[src/rtl/mul_result_buffer_if.sv]
// Handshake and status bundle between the multiplier/writeback side (master)
// and the two-entry result buffer (slave).
interface mul_result_buffer_if #(
    parameter int DATA_W = 32,
    parameter int REG_W  = 5,
    parameter int CNT_W  = 8
);
    logic              in_valid;
    logic              in_ready;
    logic [DATA_W-1:0] in_result;
    logic              in_overflow;
    logic [REG_W-1:0]  in_rd;
    logic              out_valid;
    logic              out_ready;
    logic [DATA_W-1:0] out_result;
    logic [REG_W-1:0]  out_rd;
    logic              out_we;
    logic              trap_valid;
    logic [REG_W-1:0]  trap_rd;
    logic              ovf_sticky;
    logic [CNT_W-1:0]  ovf_count;
    logic              clr_status;

    modport master (
        output in_valid, in_result, in_overflow, in_rd, out_ready, clr_status,
        input  in_ready, out_valid, out_result, out_rd, out_we,
               trap_valid, trap_rd, ovf_sticky, ovf_count
    );

    modport slave (
        input  in_valid, in_result, in_overflow, in_rd, out_ready, clr_status,
        output in_ready, out_valid, out_result, out_rd, out_we,
               trap_valid, trap_rd, ovf_sticky, ovf_count
    );
endinterface

[src/rtl/mul_result_buffer.sv]
// Two-entry in-order buffer for multiplier results; accepted at edge N, visible on out_* in cycle N+1.
// Backpressure: in_ready drops only when both entries are held; overflowed results drain with out_we=0.
module mul_result_buffer #(
    parameter int DATA_W = 32,
    parameter int REG_W  = 5,
    parameter int CNT_W  = 8
) (
    input  logic               clk,
    input  logic               rst_n,
    mul_result_buffer_if.slave io_bus
);
    typedef struct packed {
        logic [DATA_W-1:0] result;
        logic              ovf;
        logic [REG_W-1:0]  rd;
    } entry_t;

    localparam logic [CNT_W-1:0] CNT_MAX = '1;

    entry_t           r_mem [2];
    logic             r_rptr;
    logic             r_wptr;
    logic [1:0]       r_occ;
    logic             r_trap_vld;
    logic [REG_W-1:0] r_trap_rd;
    logic             r_sticky;
    logic [CNT_W-1:0] r_cnt;

    entry_t w_head;
    logic   w_out_vld;
    logic   w_in_rdy;
    logic   w_enq;
    logic   w_deq;
    logic   w_enq_ovf;

    assign w_head    = r_mem[r_rptr];
    assign w_out_vld = (r_occ != 2'd0);
    assign w_in_rdy  = (r_occ != 2'd2);
    assign w_enq     = io_bus.in_valid & w_in_rdy;
    assign w_deq     = w_out_vld & io_bus.out_ready;
    assign w_enq_ovf = w_enq & io_bus.in_overflow;

    // Head fields are gated so an empty buffer presents all-zero outputs.
    assign io_bus.in_ready   = w_in_rdy;
    assign io_bus.out_valid  = w_out_vld;
    assign io_bus.out_result = w_out_vld ? w_head.result : '0;
    assign io_bus.out_rd     = w_out_vld ? w_head.rd : '0;
    assign io_bus.out_we     = w_out_vld & ~w_head.ovf;
    assign io_bus.trap_valid = r_trap_vld;
    assign io_bus.trap_rd    = r_trap_rd;
    assign io_bus.ovf_sticky = r_sticky;
    assign io_bus.ovf_count  = r_cnt;

    always_ff @(posedge clk or negedge rst_n) begin
        if (!rst_n) begin
            r_mem[0]   <= '0;
            r_mem[1]   <= '0;
            r_rptr     <= 1'b0;
            r_wptr     <= 1'b0;
            r_occ      <= 2'd0;
            r_trap_vld <= 1'b0;
            r_trap_rd  <= '0;
            r_sticky   <= 1'b0;
            r_cnt      <= '0;
        end else begin
            if (w_enq) begin
                r_mem[r_wptr] <= entry_t'{result: io_bus.in_result,
                                          ovf:    io_bus.in_overflow,
                                          rd:     io_bus.in_rd};
                r_wptr <= ~r_wptr;
            end
            if (w_deq) begin
                r_rptr <= ~r_rptr;
            end

            case ({w_enq, w_deq})
                2'b10:   r_occ <= r_occ + 2'd1;
                2'b01:   r_occ <= r_occ - 2'd1;
                default: r_occ <= r_occ;
            endcase

            r_trap_vld <= w_deq & w_head.ovf;
            if (w_deq & w_head.ovf) begin
                r_trap_rd <= w_head.rd;
            end

            // A same-cycle overflowed enqueue beats the clear.
            if (w_enq_ovf) begin
                r_sticky <= 1'b1;
            end else if (io_bus.clr_status) begin
                r_sticky <= 1'b0;
            end

            if (io_bus.clr_status) begin
                r_cnt <= w_enq_ovf ? {{(CNT_W-1){1'b0}}, 1'b1} : '0;
            end else if (w_enq_ovf && (r_cnt != CNT_MAX)) begin
                r_cnt <= r_cnt + {{(CNT_W-1){1'b0}}, 1'b1};
            end
        end
    end
endmodule
[src/flat_wrapper.sv]
// flat-port wrapper written by rule: the top's interface ports become plain ports
module mul_result_buffer_flat 
#(
    parameter int DATA_W = 32,
    parameter int REG_W  = 5,
    parameter int CNT_W  = 8
)
  (clk, rst_n, io_bus_in_valid, io_bus_in_result, io_bus_in_overflow, io_bus_in_rd, io_bus_out_ready, io_bus_clr_status, io_bus_in_ready, io_bus_out_valid, io_bus_out_result, io_bus_out_rd, io_bus_out_we, io_bus_trap_valid, io_bus_trap_rd, io_bus_ovf_sticky, io_bus_ovf_count);
  mul_result_buffer_if #(.DATA_W(DATA_W), .REG_W(REG_W), .CNT_W(CNT_W)) io_bus_i ();
  input  logic clk;
  input  logic rst_n;
  input wire logic [$bits(io_bus_i.in_valid)-1:0] io_bus_in_valid;
  input wire logic [$bits(io_bus_i.in_result)-1:0] io_bus_in_result;
  input wire logic [$bits(io_bus_i.in_overflow)-1:0] io_bus_in_overflow;
  input wire logic [$bits(io_bus_i.in_rd)-1:0] io_bus_in_rd;
  input wire logic [$bits(io_bus_i.out_ready)-1:0] io_bus_out_ready;
  input wire logic [$bits(io_bus_i.clr_status)-1:0] io_bus_clr_status;
  output wire logic [$bits(io_bus_i.in_ready)-1:0] io_bus_in_ready;
  output wire logic [$bits(io_bus_i.out_valid)-1:0] io_bus_out_valid;
  output wire logic [$bits(io_bus_i.out_result)-1:0] io_bus_out_result;
  output wire logic [$bits(io_bus_i.out_rd)-1:0] io_bus_out_rd;
  output wire logic [$bits(io_bus_i.out_we)-1:0] io_bus_out_we;
  output wire logic [$bits(io_bus_i.trap_valid)-1:0] io_bus_trap_valid;
  output wire logic [$bits(io_bus_i.trap_rd)-1:0] io_bus_trap_rd;
  output wire logic [$bits(io_bus_i.ovf_sticky)-1:0] io_bus_ovf_sticky;
  output wire logic [$bits(io_bus_i.ovf_count)-1:0] io_bus_ovf_count;
  assign io_bus_i.in_valid = io_bus_in_valid;
  assign io_bus_i.in_result = io_bus_in_result;
  assign io_bus_i.in_overflow = io_bus_in_overflow;
  assign io_bus_i.in_rd = io_bus_in_rd;
  assign io_bus_i.out_ready = io_bus_out_ready;
  assign io_bus_i.clr_status = io_bus_clr_status;
  assign io_bus_in_ready = io_bus_i.in_ready;
  assign io_bus_out_valid = io_bus_i.out_valid;
  assign io_bus_out_result = io_bus_i.out_result;
  assign io_bus_out_rd = io_bus_i.out_rd;
  assign io_bus_out_we = io_bus_i.out_we;
  assign io_bus_trap_valid = io_bus_i.trap_valid;
  assign io_bus_trap_rd = io_bus_i.trap_rd;
  assign io_bus_ovf_sticky = io_bus_i.ovf_sticky;
  assign io_bus_ovf_count = io_bus_i.ovf_count;
  mul_result_buffer #(.DATA_W(DATA_W), .REG_W(REG_W), .CNT_W(CNT_W)) u_core (.clk(clk), .rst_n(rst_n), .io_bus(io_bus_i));
endmodule
[config.mk]
export PLATFORM = sky130hd
export DESIGN_NAME = mul_result_buffer_flat
export DESIGN_NICKNAME = d
export VERILOG_FILES = /design/src/rtl/mul_result_buffer_if.sv /design/src/rtl/mul_result_buffer.sv /design/src/flat_wrapper.sv
export SDC_FILE = /design/constraint.sdc
export NUM_CORES = 1
export LEC_CHECK = 0
export BUFFER_PORTS_ARGS = -buffer_cell sky130_fd_sc_hd__buf_2
export CORE_ASPECT_RATIO = 1.25
export CORE_MARGIN = 5
export CORE_UTILIZATION = 49
export CTS_CLUSTER_DIAMETER = 150
export DETAILED_ROUTE_END_ITERATION = 10
export GPL_TIMING_DRIVEN = 0
export PLACE_DENSITY = 0.81
export REMOVE_ABC_BUFFERS = 1
export SETUP_SLACK_MARGIN = 0.1
export SYNTH_ARGS = -nofsm -noshare
export SYNTH_HDL_FRONTEND = slang
export SYNTH_SLANG_ARGS = --single-unit
[constraint.sdc]
create_clock -name clk -period 1.45 [get_ports clk]
set_input_delay 0.145 -clock clk [delete_from_list [all_inputs] [get_ports clk]]
set_output_delay 0.145 -clock clk [all_outputs]
set_load 0.01 [all_outputs]
; ---- Word level (Yosys, flattened, before mapping)
; Cells that the tools add are included.
[classes]
add_sub_neg = 3
mul = 0
n_div = 0
order_cmp = 3
eq_ne = 4
n_shift = 0
n_mux = 14
n_bitwise = 10
reduce_logical = 6
[op_table]
columns = operator, n
row1 = two-way mux 38 bit, 4
row2 = bitwise mux 76 bit, 1
row3 = demux 38 bit (select 1 bit), 1
row4 = two-way mux 32 bit, 1
row5 = two-way mux 8 bit, 2
row6 = "adder 8 x 1 -> 8 bit, second input constant", 1
row7 = "inequality test 8 bit, second input constant", 1
row8 = nonzero test 2 bit, 4
row9 = bitwise AND 1 bit, 5
row10 = two-way mux 5 bit, 1
row11 = "greater-or-equal comparator 2 bit, second input constant", 2
row12 = NOT 1 -> 2 bit, 2
row13 = one-hot mux 2 bit (2 select lines), 1
row14 = two-way mux 1 bit, 3
row15 = NOT 1 bit, 3
row16 = "adder 2 x 1 -> 2 bit, second input constant", 1
row17 = "equality test 2 x 1 -> 1 bit, second input constant", 1
row18 = "equality test 2 bit, second input constant", 1
row19 = logical AND 1 bit, 2
row20 = "less-than comparator 2 x 1 -> 1 bit, second input constant", 1
row21 = "inequality test 2 bit, second input constant", 1
row22 = "subtractor 2 x 1 -> 2 bit, second input constant", 1
[word_totals]
ff_bits = 95
latchBits = 0
mem_bits_rw = 0
romBits = 0
in_bits = 43
output_inout_bits = 55
word_cells = 53
memories = 0

; ---- Logic depth before layout (Yosys ltp)
[depth]
word_depth = 6
ltp_mapped = 8
mapped_depth_nobuf = 7

; ---- Worst setup path after synthesis
; OpenSTA, ideal clock, no wires.
[synth_timing]
path_kind = register to register
startpoint = register u_core.r_occ[1]
endpoint = register u_core.r_mem[38] (netlist bit)
setup_time_ns = 0.125
arrival_ns = 1.456
path_slack_ns = -0.131
stages_incl_launch_ff = 9
n_path_buf = 3
synth_period_minus_slack_ns = 1.581
path_cell_list = dfrtp_1 -> nor2b_2 -> buf_6 -> inv_6 -> nand2_8 -> nor2_4 -> buf_6 -> buf_12 -> mux2_4
[synth_between]
elab_chain_cells = 2
[synth_rtl]
columns = element, line
row1 = start: declaration, mul_result_buffer.sv:23  ; logic [1:0] r_occ;
row2 = start signal: assignment, mul_result_buffer.sv:77  ; 2'b10: r_occ <= r_occ + 2'd1;
row3 = start signal: assignment, mul_result_buffer.sv:78  ; 2'b01: r_occ <= r_occ - 2'd1;
row4 = start signal: assignment, mul_result_buffer.sv:79  ; default: r_occ <= r_occ;
row5 = inequality test 2 bit, mul_result_buffer.sv:38  ; assign w_in_rdy = (r_occ != 2'd2);
row6 = via io_bus_in_ready, flat_wrapper.sv:18  ; output wire logic [$bits(io_bus_i.in_ready)-1:0] io_bus_in_ready;
row7 = bitwise AND 1 bit, mul_result_buffer.sv:39  ; assign w_enq = io_bus.in_valid & w_in_rdy;
row8 = end signal: indexed assignment, mul_result_buffer.sv:67  ; r_mem[r_wptr] <= entry_t'{result: io_bus.in_result,
row9 = end: declaration, mul_result_buffer.sv:20  ; entry_t r_mem [2];
; The timed path passes the listed nets, and every way through them passes these cells.
; A chain may end at the register's enable or synchronous reset.

; ---- Worst setup path in the final report
[layout_timing]
startpoint = register u_core.r_rptr
endpoint = output io_bus_out_result[17]
[layout_between]
elab_chain_cells = 5
[layout_rtl]
columns = element, line
row1 = start: declaration, mul_result_buffer.sv:21  ; logic r_rptr;
row2 = start signal: assignment, mul_result_buffer.sv:73  ; r_rptr <= ~r_rptr;
row3 = NOT 1 -> 2 bit (not written as such), mul_result_buffer.sv:36  ; assign w_head = r_mem[r_rptr];
row4 = two-way mux 38 bit (not written as such) (3 in series), mul_result_buffer.sv:36
row5 = two-way mux 32 bit, mul_result_buffer.sv:46  ; assign io_bus.out_result = w_out_vld ? w_head.result : '0;
row6 = end: declaration, flat_wrapper.sv:20  ; output wire logic [$bits(io_bus_i.out_result)-1:0] io_bus_out_result;
; Every way passes these cells. The select of a mux whose other input is x is not followed.

==> reports/qor.yml <==
outcome:
  status: "finished, violations left"
  violations: "setup timing"
cts:
  clock_latency_ps: 340
  cts_buffers: 9
  ctsLongestPathBuffers: 2
  cts_tree: "done"
  clkTransAtPathRegs_ps: 70
  cts.sinks: 95
  htreeDepth: 3
  cts.root.buffer_cell: "clkbuf_16"
worst_setup_path:
  required_ps: 1310
  crit_path_max_incr_delay_ps: 510
  path_cells: "buf_6 > buf_12 > mux2i_1 > nor2_1 > buf_2"
  cp.arrival_ps: 1550
  cp-start-kind: "register"
  critPathKind: "reg -> out"
  r2r-start: "u_core.r_occ[0]"
  critPathTopFamily: "flip-flops"
  worstSetupStartpoint: "u_core.r_rptr"
  path_buf_inv: 3
  worstSetupEndpointType: "primary output"
  critPathMaxFanout: 6
  cp_slowest_cell: "dfrtp_4"
  r2r_slack_ps: -250
floorplan:
  pin_count: 98
  die_x_um: 95.6
  rows: 39
  die_h_um: 117
  start_util: 0.497
  core_mm2: 0.00903
  die_area_mm2: 0.0112
place:
  place_hpwl_um: 6080
  placed_cells: 536
  io_buffers: 97
  routabilityCongestion: 0.812
route:
  routedWlPerCell_um: 19.4
  routed_via_density: 5.22
  drtPass1Iterations: 4
  drtAntennaViolNets: 0
  drt_iter0_markers: 135
  vias: 3165
  drc: 0
  wirelength_um: 11700
power_and_ir_drop:
  power_density_mw_per_mm2: 2500
  peakVddDrop_v: 0.00121
  power.leakage_uw: 0.00325
  power_uw: 16200
global_route:
  grt_max_degree: 60
  grt_pass1_vias: 3308
  grt_overflow: 0
  grt_pass1_wl_um: 17700
  track_usage: 0.210
  antenna_found_initial: 0
timing:
  whs_ps: 56.3
  period_share: 1.17
  hold_viol: 0
  finalWorstSetupSlack_ps: -250
  drv_slew: 0
  setup_viol: 119
  slew_headroom: 0.659
  rsz0062_at_grt: "yes"
  max_freq_mhz: 588
  fin_setup_tns_ps: -19630
  worst_pin_slew_ps: 511
  finClkSkew_ps: 7.17
  period_needed_ps: 1700
final_layout:
  fin_cells: 606
  fin_util: 0.721
  fillers: 593
  area_growth_pct: 45.1
  layout-drive-gt1-share: 0.590
  diodes: 0
  nNetsFinal: 523
synthesis:
  syn_inst: 332
  ys_seq_elements: 95
  ys_warn_count: 0
  syn-cell-area_mm2: 0.00448
  syn_area_per_cell_um2: 13.5
  ys_seq_area_frac: 0.530
  ys_types: 35
hold_path:
  min_path_type: "in -> reg"
  worstHoldStart: "io_bus_in_result[9]"
job:
  drv_cap: 0
[final cells by class]
class	count	area [µm²]	share of cell area
Timing Repair Buffer	152	1340	0.206
Clock inverter	5	56.3	0.00865
Inverter	4	27.5	0.00423
Tap cell	123	154	0.0236
Clock buffer	11	243	0.0373
Sequential cell	95	2380	0.366
Multi-Input combinational cell	216	2300	0.353
[cell usage in the layout (no fill, tap or decap), types with 2 or more instances in the layout]
cell type and count:
o21bai_1 2, nand3_1 3, mux2i_1 33, nand2_2 2, buf_6 20, a31oi_1 2, xnor2_2 2, buf_4 13
inv_1 2, nor4_4 2, o21ai_0 4, mux2i_2 4, dfrtp_2 3, nor2b_1 2, mux2_4 77, xor2_1 2
a211oi_2 2, nand3_4 3, nor2_2 3, dfrtp_1 91, clkbuf_16 13, nor2_1 38, clkinv_2 2, nor2_4 4
nand2b_1 3, nor3_4 2, buf_12 13, buf_2 94, nand2_1 7, buf_16 6
[state kept, by name, summed over array words and instances, names as in the netlist]
name                      flops
u_core.io_bus.ovf_count       8
u_core.r_rptr                 1
u_core.r_wptr                 1
u_core.io_bus.trap_rd         5
u_core.io_bus.trap_valid      1
u_core.io_bus.ovf_sticky      1
u_core.r_occ                  2
u_core.r_mem                 76
[report_power, final]
group / internal (µW) / switching (µW)
Clock: 1380 / 988
Combinational: 5350 / 3750
Sequential: 3930 / 843
Total: 10700 / 5580
[cells by family after synthesis]
kind of cell	count (synthesis)	synth area share
DFF	95	0.530
AOI/OAI and AO/OA	17	0.0234
xor gates and xnor gates	5	0.00977
and+or+nand+nor	74	0.0787
adders and majority gates	2	0.00558
buffers and inverters	23	0.0382
muxes	116	0.314
[synthesized netlist by cell type]
cell type | number | area [µm²]
nand2_1 | 9 | 33.8
nor2b_2 | 1 | 8.76
o22ai_1 | 1 | 6.26
mux2i_1 | 38 | 380
o21a_1 | 1 | 7.51
nand3_2 | 1 | 10.0
a211oi_1 | 2 | 15.0
inv_6 | 1 | 8.76
ha_1 | 2 | 25.0
o21ai_0 | 6 | 30.0
and4_1 | 2 | 17.5
xor2_1 | 2 | 17.5
mux2_2 | 38 | 428
nor2b_1 | 2 | 12.5
o311ai_0 | 1 | 8.76
xnor2_1 | 3 | 26.3
nor2_4 | 1 | 11.3
clkbuf_1 | 6 | 22.5
buf_2 | 5 | 25.0
nand2_8 | 1 | 20.0
inv_1 | 3 | 11.3
and2_1 | 1 | 6.26
nor4_1 | 2 | 12.5
buf_4 | 1 | 7.51
a21oi_1 | 2 | 10.0
nand2b_1 | 3 | 18.8
nand3_1 | 5 | 25.0
o21bai_1 | 2 | 15.0
buf_6 | 5 | 56.3
mux2_4 | 40 | 601
dfrtp_1 | 95 | 2380
buf_12 | 2 | 40.0
nor2_1 | 43 | 161
nor3_1 | 3 | 15.0
a31oi_1 | 2 | 12.5
[layer usage]
layer	part of all wire	vias up	GRT usage
met4	0.022	0	0.0750
met3	0.043	18	0.0371
met2	0.53	88	0.366
li1	-	1452	-
met1	0.41	1607	0.262
met5	0	-	0
[timing repair]
action,in CTS,in global routing
cloned,8,3
setup endpoints to repair,133,132
buffers inserted,37,6
pin swaps,10,15
hold buffers,1,0
endpoints found under the hold margin,36,0
gates resized for setup,71,55
[through the flow]
stage                     area [µm²]  setup WS (ps)
after floorplan                 4330          -1430
after global placement          4970          -2410
after detailed placement        5050          -1100
after CTS                       6200           -243
after global routing            6510           -294
final                           6510           -250
[final timing paths]
check / end / depth (start not counted)
max in group asynchronous: u_core.r_occ[0] / 3
hold reg to reg: u_core.io_bus.trap_rd[2] / 2
setup reg to reg: u_core.r_mem[63] / 8
min in group asynchronous: u_core.io_bus.ovf_count[5] / 2
setup / recovery: io_bus_out_result[17] / 5
hold / removal: u_core.r_mem[53] / 2
No activity file was read; power rests on OpenSTA's default activity.
